===== src/rtl/ddr_wr_arbiter.sv =====
// rtl/ddr_wr_arbiter.sv - two-master arbiter onto one DDR3 Avalon-MM write port, burst-bounded grants.
// Optional fixed-priority mode (m0 never preempted by the burst limit): define ARB_FIXED_PRIO_EN.
module ddr_wr_arbiter #(
  parameter int ADDR_W    = 32,
  parameter int DATA_W    = 16,
  parameter int MAX_BURST = 16
) (
  input  logic                     clk,
  input  logic                     rst,
  input  logic                     m0_write,
  input  logic [ADDR_W-1:0]        m0_addr,
  input  logic signed [DATA_W-1:0] m0_writedata,
  output logic                     m0_waitrequest,
  input  logic                     m1_write,
  input  logic [ADDR_W-1:0]        m1_addr,
  input  logic signed [DATA_W-1:0] m1_writedata,
  output logic                     m1_waitrequest,
  output logic                     ddr_write,
  output logic [ADDR_W-1:0]        ddr_addr,
  output logic signed [DATA_W-1:0] ddr_writedata,
  input  logic                     ddr_waitrequest,
  output logic [1:0]               grant
);

  typedef enum logic [1:0] {
    IDLE = 2'd0,
    G0   = 2'd1,
    G1   = 2'd2
  } state_t;

  localparam logic [7:0] LIMIT = 8'(MAX_BURST - 1);

  state_t     state, state_next;
  logic [7:0] beats, beats_next;
  logic       last, last_next;
  logic       acc;

  always_ff @(posedge clk) begin
    if (rst) begin
      state <= IDLE;
      beats <= 8'd0;
      last  <= 1'b1;
      grant <= 2'b00;
    end else begin
      state <= state_next;
      beats <= beats_next;
      last  <= last_next;
      grant <= {state_next == G1, state_next == G0};
    end
  end

  // Slave side follows the grant combinationally; masters hold commands while stalled.
  always_comb begin
    ddr_write     = 1'b0;
    ddr_addr      = '0;
    ddr_writedata = '0;
    case (state)
      G0: begin
        ddr_write     = m0_write;
        ddr_addr      = m0_addr;
        ddr_writedata = m0_writedata;
      end
      G1: begin
        ddr_write     = m1_write;
        ddr_addr      = m1_addr;
        ddr_writedata = m1_writedata;
      end
      default: ;
    endcase
  end

  assign m0_waitrequest = (state != G0) || ddr_waitrequest;
  assign m1_waitrequest = (state != G1) || ddr_waitrequest;
  assign acc            = ddr_write && !ddr_waitrequest;

  always_comb begin
    state_next = state;
    beats_next = beats;
    last_next  = last;
    case (state)
      IDLE: begin
        beats_next = 8'd0;
        if (m0_write && m1_write) begin
`ifdef ARB_FIXED_PRIO_EN
          state_next = G0;
`else
          state_next = last ? G0 : G1;
`endif
        end else if (m0_write) begin
          state_next = G0;
        end else if (m1_write) begin
          state_next = G1;
        end
      end
      G0: begin
        if (acc) begin
          if (beats == LIMIT) begin
            beats_next = 8'd0;
`ifndef ARB_FIXED_PRIO_EN
            if (m1_write) begin
              state_next = G1;
              last_next  = 1'b0;
            end
`endif
          end else begin
            beats_next = beats + 8'd1;
          end
        end else if (!m0_write) begin
          beats_next = 8'd0;
          last_next  = 1'b0;
          state_next = m1_write ? G1 : IDLE;
        end
      end
      G1: begin
        if (acc) begin
          if (beats == LIMIT) begin
            beats_next = 8'd0;
            if (m0_write) begin
              state_next = G0;
              last_next  = 1'b1;
            end
          end else begin
            beats_next = beats + 8'd1;
          end
        end else if (!m1_write) begin
          beats_next = 8'd0;
          last_next  = 1'b1;
          state_next = m0_write ? G0 : IDLE;
        end
      end
      default: begin
        state_next = IDLE;
        beats_next = 8'd0;
      end
    endcase
  end

endmodule

===== config.mk =====
export PLATFORM = sky130hd
export DESIGN_NAME = ddr_wr_arbiter
export DESIGN_NICKNAME = d
export VERILOG_FILES = /design/src/rtl/ddr_wr_arbiter.sv
export SDC_FILE = /design/constraint.sdc
export NUM_CORES = 1
export LEC_CHECK = 0
export ABC_CLOCK_PERIOD_IN_PS = 1900
export BUFFER_PORTS_ARGS = -buffer_cell sky130_fd_sc_hd__buf_2
export CAP_MARGIN = 20
export CORE_MARGIN = 5
export CORE_UTILIZATION = 34
export CTS_CLUSTER_SIZE = 14
export DETAILED_ROUTE_END_ITERATION = 8
export PLACE_DENSITY_LB_ADDON = 0.1
export SETUP_SLACK_MARGIN = 0.2
export SYNTH_ARGS = -nofsm -noshare
export SYNTH_HDL_FRONTEND = slang
export SYNTH_SLANG_ARGS = --single-unit
export TNS_END_PERCENT = 1

===== constraint.sdc =====
create_clock -name clk -period 1.9 [get_ports clk]
set_input_delay 0.38 -clock clk [delete_from_list [all_inputs] [get_ports clk]]
set_output_delay 0.38 -clock clk [all_outputs]
set_load 0.005 [all_outputs]

# Yosys cells after proc, flatten, opt, wreduce, memory -nomap -nowiden

Index checks and enable logic that the tools add are counted.

Bits in registers: 13
Logic and storage cells: 59

Mux-type cells: 32
Reduce and logical (&&, ||, !) cells: 9
Equal/unequal tests: 13
Add/subtract/negate cells: 1

Operators with widths:

| cell                | number |
|---|---|
| $pmux 32 s2         | 1 |
| $mux 8              | 5 |
| $pmux 16 s2         | 1 |
| $mux 2              | 12 |
| $ne 3x3->1 const B  | 6 |
| $pmux 8 s2          | 1 |
| $mux 1              | 9 |
| $add 8x1->8 const B | 1 |
| $eq 8x4->1 const B  | 1 |
| $reduce_and 7->1    | 1 |
| $pmux 2 s3          | 1 |
| $eq 2x1->1 const B  | 2 |
| $eq 2x2->1 const B  | 2 |
| $pmux 1 s2          | 2 |
| $logic_and 1x1->1   | 2 |
| $logic_not 2->1     | 1 |
| $logic_or 1x1->1    | 2 |
| $ne 2x1->1 const B  | 1 |
| $ne 2x2->1 const B  | 1 |
| $reduce_and 2->1    | 1 |
| $reduce_bool 2->1   | 1 |
| $logic_not 1->1     | 1 |

# Depth between registers and ports, before layout

Gate-level depths: netlist (run 1).

Depth in word-level cells: 6
Mapped depth: 7
Gate-level depth less buffers: 6

# Least setup slack after synthesis (run 1)

OpenSTA, ideal clock, no wires.

Kind: reg2reg
Start: reg state[0]
End: reg state[0]
Stages on the path, launching flop included: 8
Setup slack: -0.013 ns
Clock period less this slack: 1.913 ns
Library setup time: 0.116 ns
Data arrival time: 1.796 ns
Data required time: 1.784 ns
Path through: dfxtp_1 -> inv_1 -> ha_1 -> buf_2 -> nand3b_1 -> or4_1 -> a31o_1 -> and3_2

Cells in the longest elaborated chain, start to end: 5
Elaborated cells on any way between the ends: 16
Classes of those cells: 2 x eq/ne; 12 x mux; 2 x reduce/logical

RTL lines:

| element                                  | RTL line | source |
|---|---|---|
| from (decl)                              | 33       | `state_t state, state_next;` |
| from (signal assigned)                   | 45       | `state <= state_next;` |
| $eq 2x2->1 or $eq 2x1->1 (tied branches) | 57, 80   |  |
| $pmux 1 s2                               | 57       | `case (state)` |
| $logic_and 1x1->1                        | 74       | `assign acc = ddr_write && !ddr_waitrequest;` |
| $mux 2, on equally long branches         | 115, 96  |  |
| $pmux 2 s3 *                             | 80       | `case (state)` |

Every way passes the cells marked *; elsewhere a longest branch is shown, timed or not.
A chain may end at the register's enable or synchronous reset.

# Worst setup path in the final report (run 1)

Start: reg beats[4]
End: reg state[0]

Cells in the longest elaborated chain, start to end: 4
Elaborated cells on any way between the ends: 6
Classes of those cells: 1 x eq/ne; 5 x mux

RTL lines:

| element                          | RTL line | source |
|---|---|---|
| from (decl)                      | 34       | `logic [7:0] beats, beats_next;` |
| from (signal assigned)           | 46       | `beats <= beats_next;` |
| $eq 8x4->1 *                     | 97, 116  |  |
| $mux 2, on equally long branches | 116, 97  |  |
| $mux 2, on equally long branches | 115, 96  |  |
| $pmux 2 s3 *                     | 80       |  |

Marked as above.

==> report_table.html, run 1 <==
<table>
<tr><th>Metric</th><th>Value</th></tr>
<tr><th colspan="2">Outcome</th></tr>
<tr><td>Outcome</td><td>complete, no violations</td></tr>
<tr><th colspan="2">Placed design</th></tr>
<tr><td>Routability Congestion</td><td>slightly above 0.8</td></tr>
<tr><td>Port Buf Inserts</td><td>about 150</td></tr>
<tr><td>HPWL after DPL</td><td>about 5.2 mm</td></tr>
<tr><th colspan="2">STA</th></tr>
<tr><td>Accumulated negative setup slack</td><td>0 ns</td></tr>
<tr><td>Actual slew at the worst max-slew pin</td><td>0.5438 ns</td></tr>
<tr><td>Time the worst path needs with I/O delays and setup</td><td>1.889 ns</td></tr>
<tr><td>Number of hold violations in the final report</td><td>0</td></tr>
<tr><td>Slew Limit Headroom</td><td>a little under two thirds</td></tr>
<tr><td>Final worst path period share</td><td>99.42%</td></tr>
<tr><td>Worst Clk Skew</td><td>about 0.0032 ns</td></tr>
<tr><td>Count of endpoints failing setup in the final report</td><td>0</td></tr>
<tr><td>Unrepaired setup endpoints after global routing</td><td>yes</td></tr>
<tr><td>Max Clk Rate</td><td>between 0.5 and 0.6 GHz</td></tr>
<tr><td>Max-slew violation total from the final report</td><td>0</td></tr>
<tr><th colspan="2">Power and ir drop</th></tr>
<tr><td>Register share of total power</td><td>a little under a quarter</td></tr>
<tr><td>Total leakage power</td><td>approximately 1.3 nW</td></tr>
<tr><td>Final Power</td><td>approximately 0.0013 W</td></tr>
<tr><td>Combinational share of power</td><td>between 50 and 60%</td></tr>
<tr><td>Worst IR drop on VDD</td><td>around 0.00050 V</td></tr>
<tr><td>Internal portion of total power</td><td>around 0.00084 W</td></tr>
<tr><td>Sw frac</td><td>34.65%</td></tr>
<tr><td>Clock power share</td><td>between 10% and 20%</td></tr>
<tr><td>NetSw</td><td>0.0004453 W</td></tr>
<tr><td>Power density over the cells</td><td>~440 nW/um2</td></tr>
<tr><th colspan="2">Drt</th></tr>
<tr><td>First-pass iteration count of the detailed router</td><td>4</td></tr>
<tr><td>Routed vias/inst</td><td>~5.2</td></tr>
<tr><td>WL/cell</td><td>between 15 and 20 um</td></tr>
<tr><td>Number of violations reported at the end of detailed-routing iteration 0</td><td>roughly 110</td></tr>
<tr><td>Total vias in the final route</td><td>around 2300</td></tr>
<tr><td>Wirelength, routed</td><td>7.315 mm</td></tr>
<tr><td>Remaining antenna violation count after routing</td><td>0</td></tr>
<tr><td>Residual DRC count</td><td>0</td></tr>
<tr><th colspan="2">Critical path</th></tr>
<tr><td>Capturing element type of the critical path</td><td>flop</td></tr>
<tr><td>Launch point of the worst path</td><td>beats[4]</td></tr>
<tr><td>Worst setup slack for register-to-register paths</td><td>0.01 ns</td></tr>
<tr><td>Worst r2r src</td><td>beats[4]</td></tr>
<tr><td>Crit path DAT</td><td>between 2 and 2.5 ns</td></tr>
<tr><td>Critical path fanouts, max</td><td>3</td></tr>
<tr><td>Type of the worst setup path</td><td>reg2reg</td></tr>
<tr><td>Worst setup SP type</td><td>flop</td></tr>
<tr><td>Required time of the worst setup path</td><td>about 2.0 ns</td></tr>
<tr><th colspan="2">CTS</th></tr>
<tr><td>Post-CTS Hold Fix Bufs</td><td>0</td></tr>
<tr><td>Root Buffer Master</td><td>clkbuf_8</td></tr>
<tr><td>Number of buffers inserted during clock tree synthesis</td><td>3</td></tr>
<tr><td>Clock tree from TritonCTS</td><td>done</td></tr>
<tr><td>Clock latency at the later pin of the worst-skew pair</td><td>between 0.2 and 0.25 ns</td></tr>
<tr><td>Clock sink count</td><td>13</td></tr>
<tr><td>CTS clk-pin slew, worst paths</td><td>around 0.060 ns</td></tr>
<tr><td>Buffer depth of the longest clock path</td><td>2</td></tr>
<tr><td>Count of H-tree levels built during CTS</td><td>1</td></tr>
<tr><th colspan="2">Global route</th></tr>
<tr><td>Global-route wire length before repair</td><td>approximately 11 mm</td></tr>
<tr><td>Total congestion overflow</td><td>0</td></tr>
<tr><td>Overall track demand over capacity in global routing</td><td>around 21%</td></tr>
<tr><td>Pin count of the biggest net entering global routing</td><td>30</td></tr>
<tr><td>Via count of the first global-routing pass</td><td>2103</td></tr>
<tr><td>Antenna violations before repair</td><td>0</td></tr>
<tr><th colspan="2">Yosys</th></tr>
<tr><td>Distinct cell type count after synthesis</td><td>43</td></tr>
<tr><td>Net count after synthesis</td><td>323</td></tr>
<tr><td>Avg Cell Area, Syn</td><td>about 7.5 um2</td></tr>
<tr><td>Yosys warning count</td><td>0</td></tr>
<tr><td>Sequential area share after synthesis</td><td>16.06%</td></tr>
<tr><td>Post-synth design cell area</td><td>1620 um2</td></tr>
<tr><td>Gate Count Post-Synth</td><td>217</td></tr>
<tr><td>Most instantiated flip-flop cell in the synthesis netlist</td><td>dfxtp_1</td></tr>
<tr><td>Post-synth EDFFs</td><td>0</td></tr>
<tr><td>FFs w/ async S/R, synth</td><td>0%</td></tr>
<tr><td>Synth Register Bits</td><td>13</td></tr>
<tr><th colspan="2">Cells and area</th></tr>
<tr><td>Number of diodes</td><td>0</td></tr>
<tr><td>Share of post-route cells with drive strength above 1</td><td>60.16%</td></tr>
<tr><td>Area growth syn-to-layout</td><td>81.24%</td></tr>
<tr><td>Net count reported at finish</td><td>between 400 and 500</td></tr>
<tr><th colspan="2">Floorplanning</th></tr>
<tr><td>Die Y</td><td>approximately 80 um</td></tr>
<tr><td>Ports placed on the boundary</td><td>154</td></tr>
<tr><td>Width of the die</td><td>between 70 and 80 um</td></tr>
<tr><td>Initial cell density of the core</td><td>a little over a third</td></tr>
<tr><td>Core Area</td><td>roughly 4700 um2</td></tr>
<tr><td>Full die area</td><td>approximately 6200 um2</td></tr>
<tr><td>Std-Cell Rows</td><td>25</td></tr>
<tr><th colspan="2">Flow run</th></tr>
<tr><td>Total of max-cap violations</td><td>0</td></tr>
<tr><th colspan="2">Hold path</th></tr>
<tr><td>Source of the worst hold timing path</td><td>rst</td></tr>
<tr><td>Min-Delay Path Class</td><td>in2reg</td></tr>
</table>
worst max-delay path: stages (launching register included):
cell and delay (ns):
dfxtp_1 0.31, or4_4 0.54, or4_1 0.47, a31o_1 0.27, and3_4 0.18
final timing paths:
path                    to  depth (start not counted)
setup / recovery  state[0]                          4
hold / removal    beats[1]                          2
setup reg to reg  state[0]                          4
hold reg to reg   beats[1]                          2
synth_stat cells (2+ instances only):
cell type,instances,area (um2)
nor2_1,11,41.29
and3_1,2,12.51
nor4_1,4,25.02
and3_2,2,15.01
buf_1,3,11.26
a22oi_1,49,367.9
nand3b_1,4,30.03
o211ai_1,4,30.03
o21ai_0,7,35.03
inv_1,2,7.510
nand3_1,2,10.01
a211oi_1,2,15.01
and2_1,2,12.51
clkbuf_1,17,63.81
buf_2,2,10.01
nor2b_1,51,319.1
ha_1,5,62.56
nand2_1,4,15.01
nand2b_1,3,18.77
xor2_1,6,52.55
dfxtp_1,13,260.3
what timing repair did:
action / CTS / global route
setup buffers: 9 / 0
cloned: 3 / 0
pin swaps: 5 / 4
endpoints found under the setup margin: 63 / 64
resized for setup: 11 / 33
placed cells by master (no fill, tap or decap), types with 2 or more instances in the layout:
cell,Yosys,layout
clkbuf_8,0,3
buf_4,0,16
ha_1,5,2
xor2_1,6,6
and2_1,2,2
nor2_1,11,10
ha_4,0,3
nand3_1,2,2
dfxtp_2,0,2
buf_2,2,153
nand2_1,4,4
buf_12,0,3
buf_6,0,4
dfxtp_1,13,11
nor2b_2,0,8
buf_16,0,3
a22oi_2,0,13
nor2b_1,51,36
nand2b_1,3,3
nand3b_1,4,4
nor2b_4,0,7
o21ai_0,7,6
nor4_1,4,4
a22oi_1,49,36
and3_1,2,2
o211ai_1,4,4
metrics by stage:
step,setup WS (ns),hold slack (ns),util [%],cells,instance area (um2)
3_5_place_dp,0.04269,0.5046,54.55,417,2542
2_1_floorplan,0.08217,0.4524,-,217,1648
4_1_cts,0.01794,0.3766,59.73,433,2784
5_1_grt,-0.02360,0.4089,63.01,433,2937
6_report,0.01097,0.3879,63.01,433,2937
3_3_place_gp,0.07924,0.4950,54.55,417,2542
cells by family after synthesis:
family / count (synthesis) / share of synthesized area [%]
buffers and inverters: 24 / 5.714
muxes: 1 / 0.6178
adders and majority gates: 5 / 3.861
AOI/OAI and AO/OA: 74 / 34.75
and+or+nand+nor: 94 / 35.75
xor gates and xnor gates: 6 / 3.243
DFF: 13 / 16.06
power groups by stage:
stage	registers, W	clock network (W)	logic [W]
finish	0.000292	0.000249	0.000744
global route	0.000293	0.000272	0.000805
floorplan	0.000297	0	0.000328
global placement	0.000298	0	0.000559
CTS	0.000291	0.000254	0.000684
detailed placement	0.000298	0	0.000564
cell type report:
cell class	instances	area [um2]
Tap cell	54	67.56
Inverter	2	10.01
Clock buffer	3	41.29
Timing Repair Buffer	180	1089
Multi-Input combinational cell	180	1461
Clock inverter	1	5.005
Sequential cell	13	262.8
Fill cell	429	1724
sequential cells by signal, indices dropped and copies added, names as in the netlist:
| signal | flops |
|---|---|
| beats | 8 |
| grant | 2 |
| state | 2 |
| last | 1 |
metal layers:
layer  up-vias  routed length, um  track usage [%]
met3         4                558            4.422
met2        89               3869            37.88
met1      1037               2829            26.57
met4         0                 57            5.326
li1       1143                  -                -
met5         -                  0                0
Note: power is estimated with default switching activity, not from simulation.
==> inputs of run 2 (changes only) <==
--- a/config.mk
+++ b/config.mk
@@ -12,7 +12,7 @@
 export CORE_UTILIZATION = 34
 export CTS_CLUSTER_SIZE = 14
 export DETAILED_ROUTE_END_ITERATION = 8
-export PLACE_DENSITY_LB_ADDON = 0.1
+export PLACE_DENSITY = 0.79
 export SETUP_SLACK_MARGIN = 0.2
 export SYNTH_ARGS = -nofsm -noshare
 export SYNTH_HDL_FRONTEND = slang
==> report_table.html, run 2 (synthesis gave the netlist of run 1 again) <==
<table>
<tr><th>Metric</th><th>Value</th></tr>
<tr><th colspan="2">Outcome</th></tr>
<tr><td>Outcome</td><td>complete, but fails checks (was complete, no violations)</td></tr>
<tr><td>Violations in the final reports</td><td>negative setup slack</td></tr>
<tr><th colspan="2">Cells and area</th></tr>
<tr><td>Commonest cells after routing, fill and taps aside</td><td>buf_2 (153), nor2b_1 (50), a22oi_2 (28) (was buf_2 (153), a22oi_1 (36), nor2b_1 (36))</td></tr>
<tr><td>Number of diodes</td><td>0 (unchanged)</td></tr>
<tr><td>Share of post-route cells with drive strength above 1</td><td>62.20% (was 60.16%)</td></tr>
<tr><td>Largest registers</td><td>beats (8), grant (2), state (2) (unchanged)</td></tr>
<tr><td>Largest register by flop count</td><td>beats (unchanged)</td></tr>
<tr><td>Fin util</td><td>63.38% (was 63.01%)</td></tr>
<tr><td>Most common library cell in the layout ignoring fill and taps</td><td>buf_2 (unchanged)</td></tr>
<tr><td>Net count reported at finish</td><td>480 (was 486)</td></tr>
<tr><td>Flip-flop count of the largest register after layout</td><td>8 (unchanged)</td></tr>
<tr><td>Area growth syn-to-layout</td><td>82.32% (was 81.24%)</td></tr>
<tr><td>Total non-filler cell area in the finished layout</td><td>2954 um2 (was 2937 um2)</td></tr>
<tr><th colspan="2">STA</th></tr>
<tr><td>Setup ws final</td><td>-0.01915 ns (was 0.01097 ns)</td></tr>
<tr><td>Accumulated negative setup slack</td><td>-0.01915 ns (was 0 ns)</td></tr>
<tr><td>Final worst path period share</td><td>101.0% (was 99.42%)</td></tr>
<tr><td>Number of hold violations in the final report</td><td>0 (unchanged)</td></tr>
<tr><td>Max-slew violation total from the final report</td><td>0 (unchanged)</td></tr>
<tr><td>Count of endpoints failing setup in the final report</td><td>1 (was 0)</td></tr>
<tr><td>Worst hold slack across all endpoints</td><td>0.3667 ns (was 0.3879 ns)</td></tr>
<tr><td>Slew Limit Headroom</td><td>61.77% (was 63.41%)</td></tr>
<tr><td>Actual slew at the worst max-slew pin</td><td>0.5683 ns (was 0.5438 ns)</td></tr>
<tr><td>Time the worst path needs with I/O delays and setup</td><td>1.919 ns (was 1.889 ns)</td></tr>
<tr><td>Unrepaired setup endpoints after global routing</td><td>yes (unchanged)</td></tr>
<tr><td>Worst Clk Skew</td><td>0.002820 ns (was 0.003205 ns)</td></tr>
<tr><td>Max Clk Rate</td><td>0.5211 GHz (was 0.5294 GHz)</td></tr>
<tr><th colspan="2">Global route</th></tr>
<tr><td>Global-route wire length before repair</td><td>11.04 mm (was 10.88 mm)</td></tr>
<tr><td>Overall track demand over capacity in global routing</td><td>21.42% (was 21.49%)</td></tr>
<tr><td>Via count of the first global-routing pass</td><td>2282 (was 2103)</td></tr>
<tr><td>Total congestion overflow</td><td>0 (unchanged)</td></tr>
<tr><td>Antenna violations before repair</td><td>0 (unchanged)</td></tr>
<tr><td>Pin count of the biggest net entering global routing</td><td>30 (unchanged)</td></tr>
<tr><th colspan="2">Floorplanning</th></tr>
<tr><td>Std-Cell Rows</td><td>25 (unchanged)</td></tr>
<tr><td>Ports placed on the boundary</td><td>154 (unchanged)</td></tr>
<tr><td>Initial cell density of the core</td><td>34.77% (unchanged)</td></tr>
<tr><td>Width of the die</td><td>79.04 um (unchanged)</td></tr>
<tr><td>Full die area</td><td>6247 um2 (unchanged)</td></tr>
<tr><td>Die Y</td><td>79.04 um (unchanged)</td></tr>
<tr><td>Core Area</td><td>4661 um2 (unchanged)</td></tr>
<tr><th colspan="2">CTS</th></tr>
<tr><td>Clock latency at the later pin of the worst-skew pair</td><td>0.25 ns (was 0.24 ns)</td></tr>
<tr><td>CTS clk-pin slew, worst paths</td><td>0.06 ns (about the same)</td></tr>
<tr><td>Post-CTS Hold Fix Bufs</td><td>0 (unchanged)</td></tr>
<tr><td>Clock tree from TritonCTS</td><td>done (unchanged)</td></tr>
<tr><td>Clock sink count</td><td>13 (unchanged)</td></tr>
<tr><td>Number of buffers inserted during clock tree synthesis</td><td>3 (unchanged)</td></tr>
<tr><td>Count of H-tree levels built during CTS</td><td>1 (unchanged)</td></tr>
<tr><td>Buffer depth of the longest clock path</td><td>2 (unchanged)</td></tr>
<tr><td>Root Buffer Master</td><td>clkbuf_8 (unchanged)</td></tr>
<tr><th colspan="2">Placed design</th></tr>
<tr><td>HPWL after DPL</td><td>5.074 mm (was 5.207 mm)</td></tr>
<tr><td>Port Buf Inserts</td><td>153 (unchanged)</td></tr>
<tr><td>Post-place instance area</td><td>2522 um2 (was 2542 um2)</td></tr>
<tr><td>Routability Congestion</td><td>0.9219 (was 0.8111)</td></tr>
<tr><td>Pre-CTS WS</td><td>0.03995 ns (was 0.04269 ns)</td></tr>
<tr><th colspan="2">Power and ir drop</th></tr>
<tr><td>NetSw</td><td>0.0004696 W (was 0.0004453 W)</td></tr>
<tr><td>Internal portion of total power</td><td>0.0008101 W (was 0.0008400 W)</td></tr>
<tr><td>Worst IR drop on VDD</td><td>0.0004458 V (was 0.0005004 V)</td></tr>
<tr><td>Total leakage power</td><td>1.270 nW (was 1.292 nW)</td></tr>
<tr><td>Clock power share</td><td>20.5% (was 19.4%)</td></tr>
<tr><td>Power density over the cells</td><td>433.2 nW/um2 (was 437.7 nW/um2)</td></tr>
<tr><td>Combinational share of power</td><td>56.5% (was 57.9%)</td></tr>
<tr><td>Register share of total power</td><td>22.9% (was 22.7%)</td></tr>
<tr><td>Sw frac</td><td>36.70% (was 34.65%)</td></tr>
<tr><th colspan="2">Critical path</th></tr>
<tr><td>Launch point of the worst path</td><td>beats[6] (was beats[4])</td></tr>
<tr><td>Worst r2r src</td><td>beats[6] (was beats[4])</td></tr>
<tr><td>Worst setup SP type</td><td>flop (unchanged)</td></tr>
<tr><td>Reg-to-reg critical path endpoint</td><td>state[0] (unchanged)</td></tr>
<tr><td>Reg2Reg Depth</td><td>4 (unchanged)</td></tr>
<tr><td>Crit path capture</td><td>state[0] (unchanged)</td></tr>
<tr><td>Capturing element type of the critical path</td><td>flop (unchanged)</td></tr>
<tr><td>Crit path DAT</td><td>2.07 ns (was 2.03 ns)</td></tr>
<tr><td>Required time of the worst setup path</td><td>2.05 ns (was 2.04 ns)</td></tr>
<tr><td>Worst setup slack for register-to-register paths</td><td>-0.02 ns (was 0.01 ns)</td></tr>
<tr><td>Type of the worst setup path</td><td>reg2reg (unchanged)</td></tr>
<tr><td>Critical path fanouts, max</td><td>4 (was 3)</td></tr>
<tr><th colspan="2">Drt</th></tr>
<tr><td>WL/cell</td><td>17.35 um (was 16.89 um)</td></tr>
<tr><td>Number of violations reported at the end of detailed-routing iteration 0</td><td>119 (was 112)</td></tr>
<tr><td>First-pass iteration count of the detailed router</td><td>4 (unchanged)</td></tr>
<tr><td>Remaining antenna violation count after routing</td><td>0 (unchanged)</td></tr>
<tr><td>Total vias in the final route</td><td>2374 (was 2273)</td></tr>
<tr><td>Wirelength, routed</td><td>7.410 mm (was 7.315 mm)</td></tr>
<tr><td>Routed vias/inst</td><td>5.560 (was 5.249)</td></tr>
<tr><td>Residual DRC count</td><td>0 (unchanged)</td></tr>
<tr><th colspan="2">Flow run</th></tr>
<tr><td>Total of max-cap violations</td><td>0 (unchanged)</td></tr>
<tr><th colspan="2">Hold path</th></tr>
<tr><td>Source of the worst hold timing path</td><td>rst (unchanged)</td></tr>
<tr><td>Min-Delay Path Class</td><td>in2reg (unchanged)</td></tr>
</table>
-- run 2: cell types whose count changed in the layout (fill, tap and decap cells not counted), moves of 6 or more --
cell / previous run / this run
nor2b_2: 8 / 0
a22oi_1: 36 / 21
nor2b_4: 7 / 1
nor2b_1: 36 / 50
a22oi_2: 13 / 28
buf_4: 16 / 9
-- run 2: area by class of cell --
| type | instances | area [um2] |
|---|---|---|
| Tap cell | 54 | 67.56 |
| Sequential cell | 13 | 270.3 |
| Fill cell | 405 | 1707 |
| Clock buffer | 3 | 41.29 |
| Clock inverter | 1 | 5.005 |
| Inverter | 2 | 12.51 |
| Multi-Input combinational cell | 180 | 1513 |
| Timing Repair Buffer | 174 | 1045 |
-- run 2: stage by stage --
step | cells | total power, W
2_1_floorplan | 217 | 0.0006252
3_3_place_gp | 416 | 0.0008370
3_5_place_dp | 416 | 0.0008491
4_1_cts | 426 | 0.001181
5_1_grt | 427 | 0.001352
6_report | 427 | 0.001280
-- run 2: what timing repair did --
item | CTS | global route
setup endpoints to repair | 60 | 64
gates cloned | 2 | 0
hold endpoints to repair | 0 | 0
resized for setup | 13 | 53
pin swaps | 1 | 22
buffers inserted | 4 | 1
-- run 2: critical path: stages (launching register included) --
cell and delay (ns):
dfxtp_2 0.34, or4_4 0.53, or4_4 0.49, a31o_1 0.27, and3_4 0.19
-- run 2: per-layer routing --
| metal | up-vias | GRT usage (%) | wire length [um] |
|---|---|---|---|
| met3 | 19 | 3.515 | 583 |
| met4 | 0 | 3.952 | 182 |
| met2 | 121 | 39.98 | 3942 |
| met1 | 1108 | 25.72 | 2701 |
| li1 | 1126 | - | - |
| met5 | - | 0 | 0 |
-- run 2: worst min-delay path by stage --
stage	to	slack, ns	cells after the start
finish	beats[1]	0.37	2
global route	beats[1]	0.38	2
CTS	beats[1]	0.36	2
detailed placement	last	0.53	1
global placement	beats[1]	0.50	2
floorplan	beats[0]	0.45	1
-- run 2: power groups by stage --
stage | combinational (W) | sequential [W] | clock (W)
5_1_grt | 0.000778 | 0.000294 | 0.000280
3_5_place_dp | 0.000551 | 0.000299 | 0
6_report | 0.000723 | 0.000294 | 0.000263
4_1_cts | 0.000622 | 0.000291 | 0.000268
3_3_place_gp | 0.000539 | 0.000298 | 0
2_1_floorplan | 0.000328 | 0.000297 | 0
==> inputs of run 3 (changes only) <==
--- a/config.mk
+++ b/config.mk
@@ -5,11 +5,12 @@
 export SDC_FILE = /design/constraint.sdc
 export NUM_CORES = 1
 export LEC_CHECK = 0
-export ABC_CLOCK_PERIOD_IN_PS = 1900
+export ABC_CLOCK_PERIOD_IN_PS = 1500
 export BUFFER_PORTS_ARGS = -buffer_cell sky130_fd_sc_hd__buf_2
 export CAP_MARGIN = 20
-export CORE_MARGIN = 5
+export CORE_MARGIN = 4
 export CORE_UTILIZATION = 34
+export CTS_CLUSTER_DIAMETER = 150
 export CTS_CLUSTER_SIZE = 14
 export DETAILED_ROUTE_END_ITERATION = 8
 export PLACE_DENSITY = 0.79
==> constraint.sdc (replaced) <==
create_clock -name clk -period 1.5 [get_ports clk]
set_input_delay 0.3 -clock clk [delete_from_list [all_inputs] [get_ports clk]]
set_output_delay 0.3 -clock clk [all_outputs]
set_load 0.005 [all_outputs]
==> report_table.html, run 3 (synthesis gave the netlist of run 1 again) <==
<table>
<tr><th>Metric</th><th>Value</th></tr>
<tr><th colspan="2">Cells and area</th></tr>
<tr><td>Combined area of the multi-input logic cells</td><td>1558 um2 (was 1513 um2)</td></tr>
<tr><td>Total non-filler cell area in the finished layout</td><td>3197 um2 (was 2954 um2)</td></tr>
<tr><td>Commonest cells after routing, fill and taps aside</td><td>buf_2 (153), nor2b_1 (46), a22oi_2 (41) (was buf_2 (153), nor2b_1 (50), a22oi_2 (28))</td></tr>
<tr><td>Net count reported at finish</td><td>500 (was 480)</td></tr>
<tr><td>Largest register by flop count</td><td>beats (unchanged)</td></tr>
<tr><td>Largest registers</td><td>beats (8), grant (2), state (2) (unchanged)</td></tr>
<tr><td>Fill cell count</td><td>331 (was 405)</td></tr>
<tr><td>Share of post-route cells with drive strength above 1</td><td>66.67% (was 62.20%)</td></tr>
<tr><td>Number of diodes</td><td>0 (unchanged)</td></tr>
<tr><td>Storage cell area</td><td>267.8 um2 (was 270.3 um2)</td></tr>
<tr><td>Most common library cell in the layout ignoring fill and taps</td><td>buf_2 (unchanged)</td></tr>
<tr><td>Area growth syn-to-layout</td><td>97.30% (was 82.32%)</td></tr>
<tr><td>Flip-flop count of the largest register after layout</td><td>8 (unchanged)</td></tr>
<tr><th colspan="2">Drt</th></tr>
<tr><td>WL/cell</td><td>18.40 um (was 17.35 um)</td></tr>
<tr><td>Remaining antenna violation count after routing</td><td>0 (unchanged)</td></tr>
<tr><td>Number of violations reported at the end of detailed-routing iteration 0</td><td>113 (was 119)</td></tr>
<tr><td>First-pass iteration count of the detailed router</td><td>4 (unchanged)</td></tr>
<tr><td>Wirelength, routed</td><td>8.187 mm (was 7.410 mm)</td></tr>
<tr><td>Total vias in the final route</td><td>2521 (was 2374)</td></tr>
<tr><td>Residual DRC count</td><td>0 (unchanged)</td></tr>
<tr><td>Routed vias/inst</td><td>5.665 (was 5.560)</td></tr>
<tr><th colspan="2">CTS</th></tr>
<tr><td>Count of H-tree levels built during CTS</td><td>1 (unchanged)</td></tr>
<tr><td>CTS clk-pin slew, worst paths</td><td>0.06 ns (about the same)</td></tr>
<tr><td>Clock tree from TritonCTS</td><td>done (unchanged)</td></tr>
<tr><td>Clock latency at the later pin of the worst-skew pair</td><td>0.25 ns (about the same)</td></tr>
<tr><td>Root Buffer Master</td><td>clkbuf_8 (unchanged)</td></tr>
<tr><td>Post-CTS Hold Fix Bufs</td><td>0 (unchanged)</td></tr>
<tr><td>Clock sink count</td><td>13 (unchanged)</td></tr>
<tr><td>Buffer depth of the longest clock path</td><td>2 (unchanged)</td></tr>
<tr><td>Number of buffers inserted during clock tree synthesis</td><td>3 (unchanged)</td></tr>
<tr><th colspan="2">Floorplanning</th></tr>
<tr><td>Ports placed on the boundary</td><td>154 (unchanged)</td></tr>
<tr><td>Core Area</td><td>4474 um2 (was 4661 um2)</td></tr>
<tr><td>Width of the die</td><td>77.04 um (was 79.04 um)</td></tr>
<tr><td>Std-Cell Rows</td><td>24 (was 25)</td></tr>
<tr><td>Initial cell density of the core</td><td>36.21% (was 34.77%)</td></tr>
<tr><td>Die Y</td><td>77.04 um (was 79.04 um)</td></tr>
<tr><td>Full die area</td><td>5934 um2 (was 6247 um2)</td></tr>
<tr><th colspan="2">STA</th></tr>
<tr><td>Time the worst path needs with I/O delays and setup</td><td>1.882 ns (was 1.919 ns)</td></tr>
<tr><td>Accumulated negative setup slack</td><td>-17.85 ns (was -0.01915 ns)</td></tr>
<tr><td>Max Clk Rate</td><td>0.5313 GHz (was 0.5211 GHz)</td></tr>
<tr><td>Max-slew violation total from the final report</td><td>0 (unchanged)</td></tr>
<tr><td>Slew Limit Headroom</td><td>70.71% (was 61.77%)</td></tr>
<tr><td>Final worst path period share</td><td>125.5% (was 101.0%)</td></tr>
<tr><td>Unrepaired setup endpoints after global routing</td><td>yes (unchanged)</td></tr>
<tr><td>Setup ws final</td><td>-0.3823 ns (was -0.01915 ns)</td></tr>
<tr><td>Actual slew at the worst max-slew pin</td><td>0.4353 ns (was 0.5683 ns)</td></tr>
<tr><td>Worst Clk Skew</td><td>0.001972 ns (was 0.002820 ns)</td></tr>
<tr><td>Number of hold violations in the final report</td><td>0 (unchanged)</td></tr>
<tr><td>Count of endpoints failing setup in the final report</td><td>63 (was 1)</td></tr>
<tr><th colspan="2">Outcome</th></tr>
<tr><td>Outcome</td><td>complete, but fails checks (unchanged)</td></tr>
<tr><td>Violations in the final reports</td><td>negative setup slack (unchanged)</td></tr>
<tr><th colspan="2">Critical path</th></tr>
<tr><td>Worst setup slack for register-to-register paths</td><td>-0.38 ns (was -0.02 ns)</td></tr>
<tr><td>Type of the worst setup path</td><td>reg2reg (unchanged)</td></tr>
<tr><td>Critical path fanouts, max</td><td>5 (was 4)</td></tr>
<tr><td>Delay contributed by the slowest stage of the critical path</td><td>0.49 ns (was 0.53 ns)</td></tr>
<tr><td>Required time of the worst setup path</td><td>1.65 ns (was 2.05 ns)</td></tr>
<tr><td>Crit path DAT</td><td>2.03 ns (was 2.07 ns)</td></tr>
<tr><td>Worst setup SP type</td><td>flop (unchanged)</td></tr>
<tr><td>Capturing element type of the critical path</td><td>flop (unchanged)</td></tr>
<tr><td>Sequence of cells on the critical path</td><td>inv_6, ha_4, nand3b_1, or4_1, a31o_1, and3_4 (was or4_4, or4_4, a31o_1, and3_4)</td></tr>
<tr><td>Critical-path top delay cell</td><td>or4_1 (was or4_4)</td></tr>
<tr><th colspan="2">Global route</th></tr>
<tr><td>Via count of the first global-routing pass</td><td>2366 (was 2282)</td></tr>
<tr><td>Total congestion overflow</td><td>0 (unchanged)</td></tr>
<tr><td>Global-route wire length before repair</td><td>12.08 mm (was 11.04 mm)</td></tr>
<tr><td>Overall track demand over capacity in global routing</td><td>24.80% (was 21.42%)</td></tr>
<tr><td>Antenna violations before repair</td><td>0 (unchanged)</td></tr>
<tr><td>Pin count of the biggest net entering global routing</td><td>31 (was 30)</td></tr>
<tr><th colspan="2">Placed design</th></tr>
<tr><td>Port Buf Inserts</td><td>153 (unchanged)</td></tr>
<tr><td>Routability Congestion</td><td>0.9204 (was 0.9219)</td></tr>
<tr><td>Post-place instance area</td><td>2640 um2 (was 2522 um2)</td></tr>
<tr><td>HPWL after DPL</td><td>5.295 mm (was 5.074 mm)</td></tr>
<tr><th colspan="2">Hold path</th></tr>
<tr><td>Min-Delay Path Class</td><td>in2reg (unchanged)</td></tr>
<tr><th colspan="2">Power and ir drop</th></tr>
<tr><td>Worst IR drop on VDD</td><td>0.0006640 V (was 0.0004458 V)</td></tr>
<tr><td>Power density over the cells</td><td>530.3 nW/um2 (was 433.2 nW/um2)</td></tr>
<tr><td>Total leakage power</td><td>1.392 nW (was 1.270 nW)</td></tr>
<tr><td>Final Power</td><td>0.001695 W (was 0.001280 W)</td></tr>
<tr><th colspan="2">Flow run</th></tr>
<tr><td>Total of max-cap violations</td><td>0 (unchanged)</td></tr>
</table>
==> run 3: layout make-up <==
class	instances	area share, %
flip-flops and latches	13	8.376
well taps	52	2.035
inverters	2	0.3914
repair buffers	194	39.06
clock buffers	4	1.409
multi-input cells	180	48.73
==> run 3: layer usage <==
layer / track usage [%] / vias to the layer above / share of wire, %
li1: - / 1174 / -
met3: 5.855 / 27 / 7.0
met2: 48.17 / 126 / 55
met4: 7.295 / 0 / 2.2
met5: 0 / - / 0
met1: 26.17 / 1194 / 36
==> run 3: path summary, 6_finish.rpt <==
check / to / cells after the start / from
min reg2reg: last / 1 / last
min: beats[0] / 2 / rst
max: state[0] / 6 / state[1]
max reg2reg: state[0] / 6 / state[1]
==> run 3: power by group <==
group / switching [W] / leakage, nW / internal, W
logic: 0.000460 / 1.26 / 0.000539
registers: 0.0000103 / 0.107 / 0.000359
clock network: 0.000139 / 0.0228 / 0.000189
==> run 3: metrics by stage <==
| step | hold WS (ns) | setup WS [ns] | instances | util [%] |
|---|---|---|---|---|
| 2_1_floorplan | 0.3724 | -0.3178 | 217 | - |
| 3_3_place_gp | 0.5213 | -0.2878 | 430 | 59.00 |
| 3_5_place_dp | 0.5288 | -0.3537 | 430 | 59.00 |
| 4_1_cts | 0.3032 | -0.3198 | 443 | 67.67 |
| 5_1_grt | 0.3176 | -0.4315 | 445 | 71.45 |
| 6_report | 0.3007 | -0.3823 | 445 | 71.45 |
==> run 3: repair_timing <==
item                       CTS  global route
setup buffers                6             1
setup endpoints to repair   64            64
resized for setup           49            30
gates cloned                 3             1
pin swaps                   10             8
==> run 3: worst max-delay path: cells and delay by family (launching register included) <==
kind | cells | cell delay (ns)
fa+ha+maj | 1 | 0.28
simple gates | 3 | 0.78
compound gates | 1 | 0.28
buf+inv | 1 | 0.05
flops | 1 | 0.38
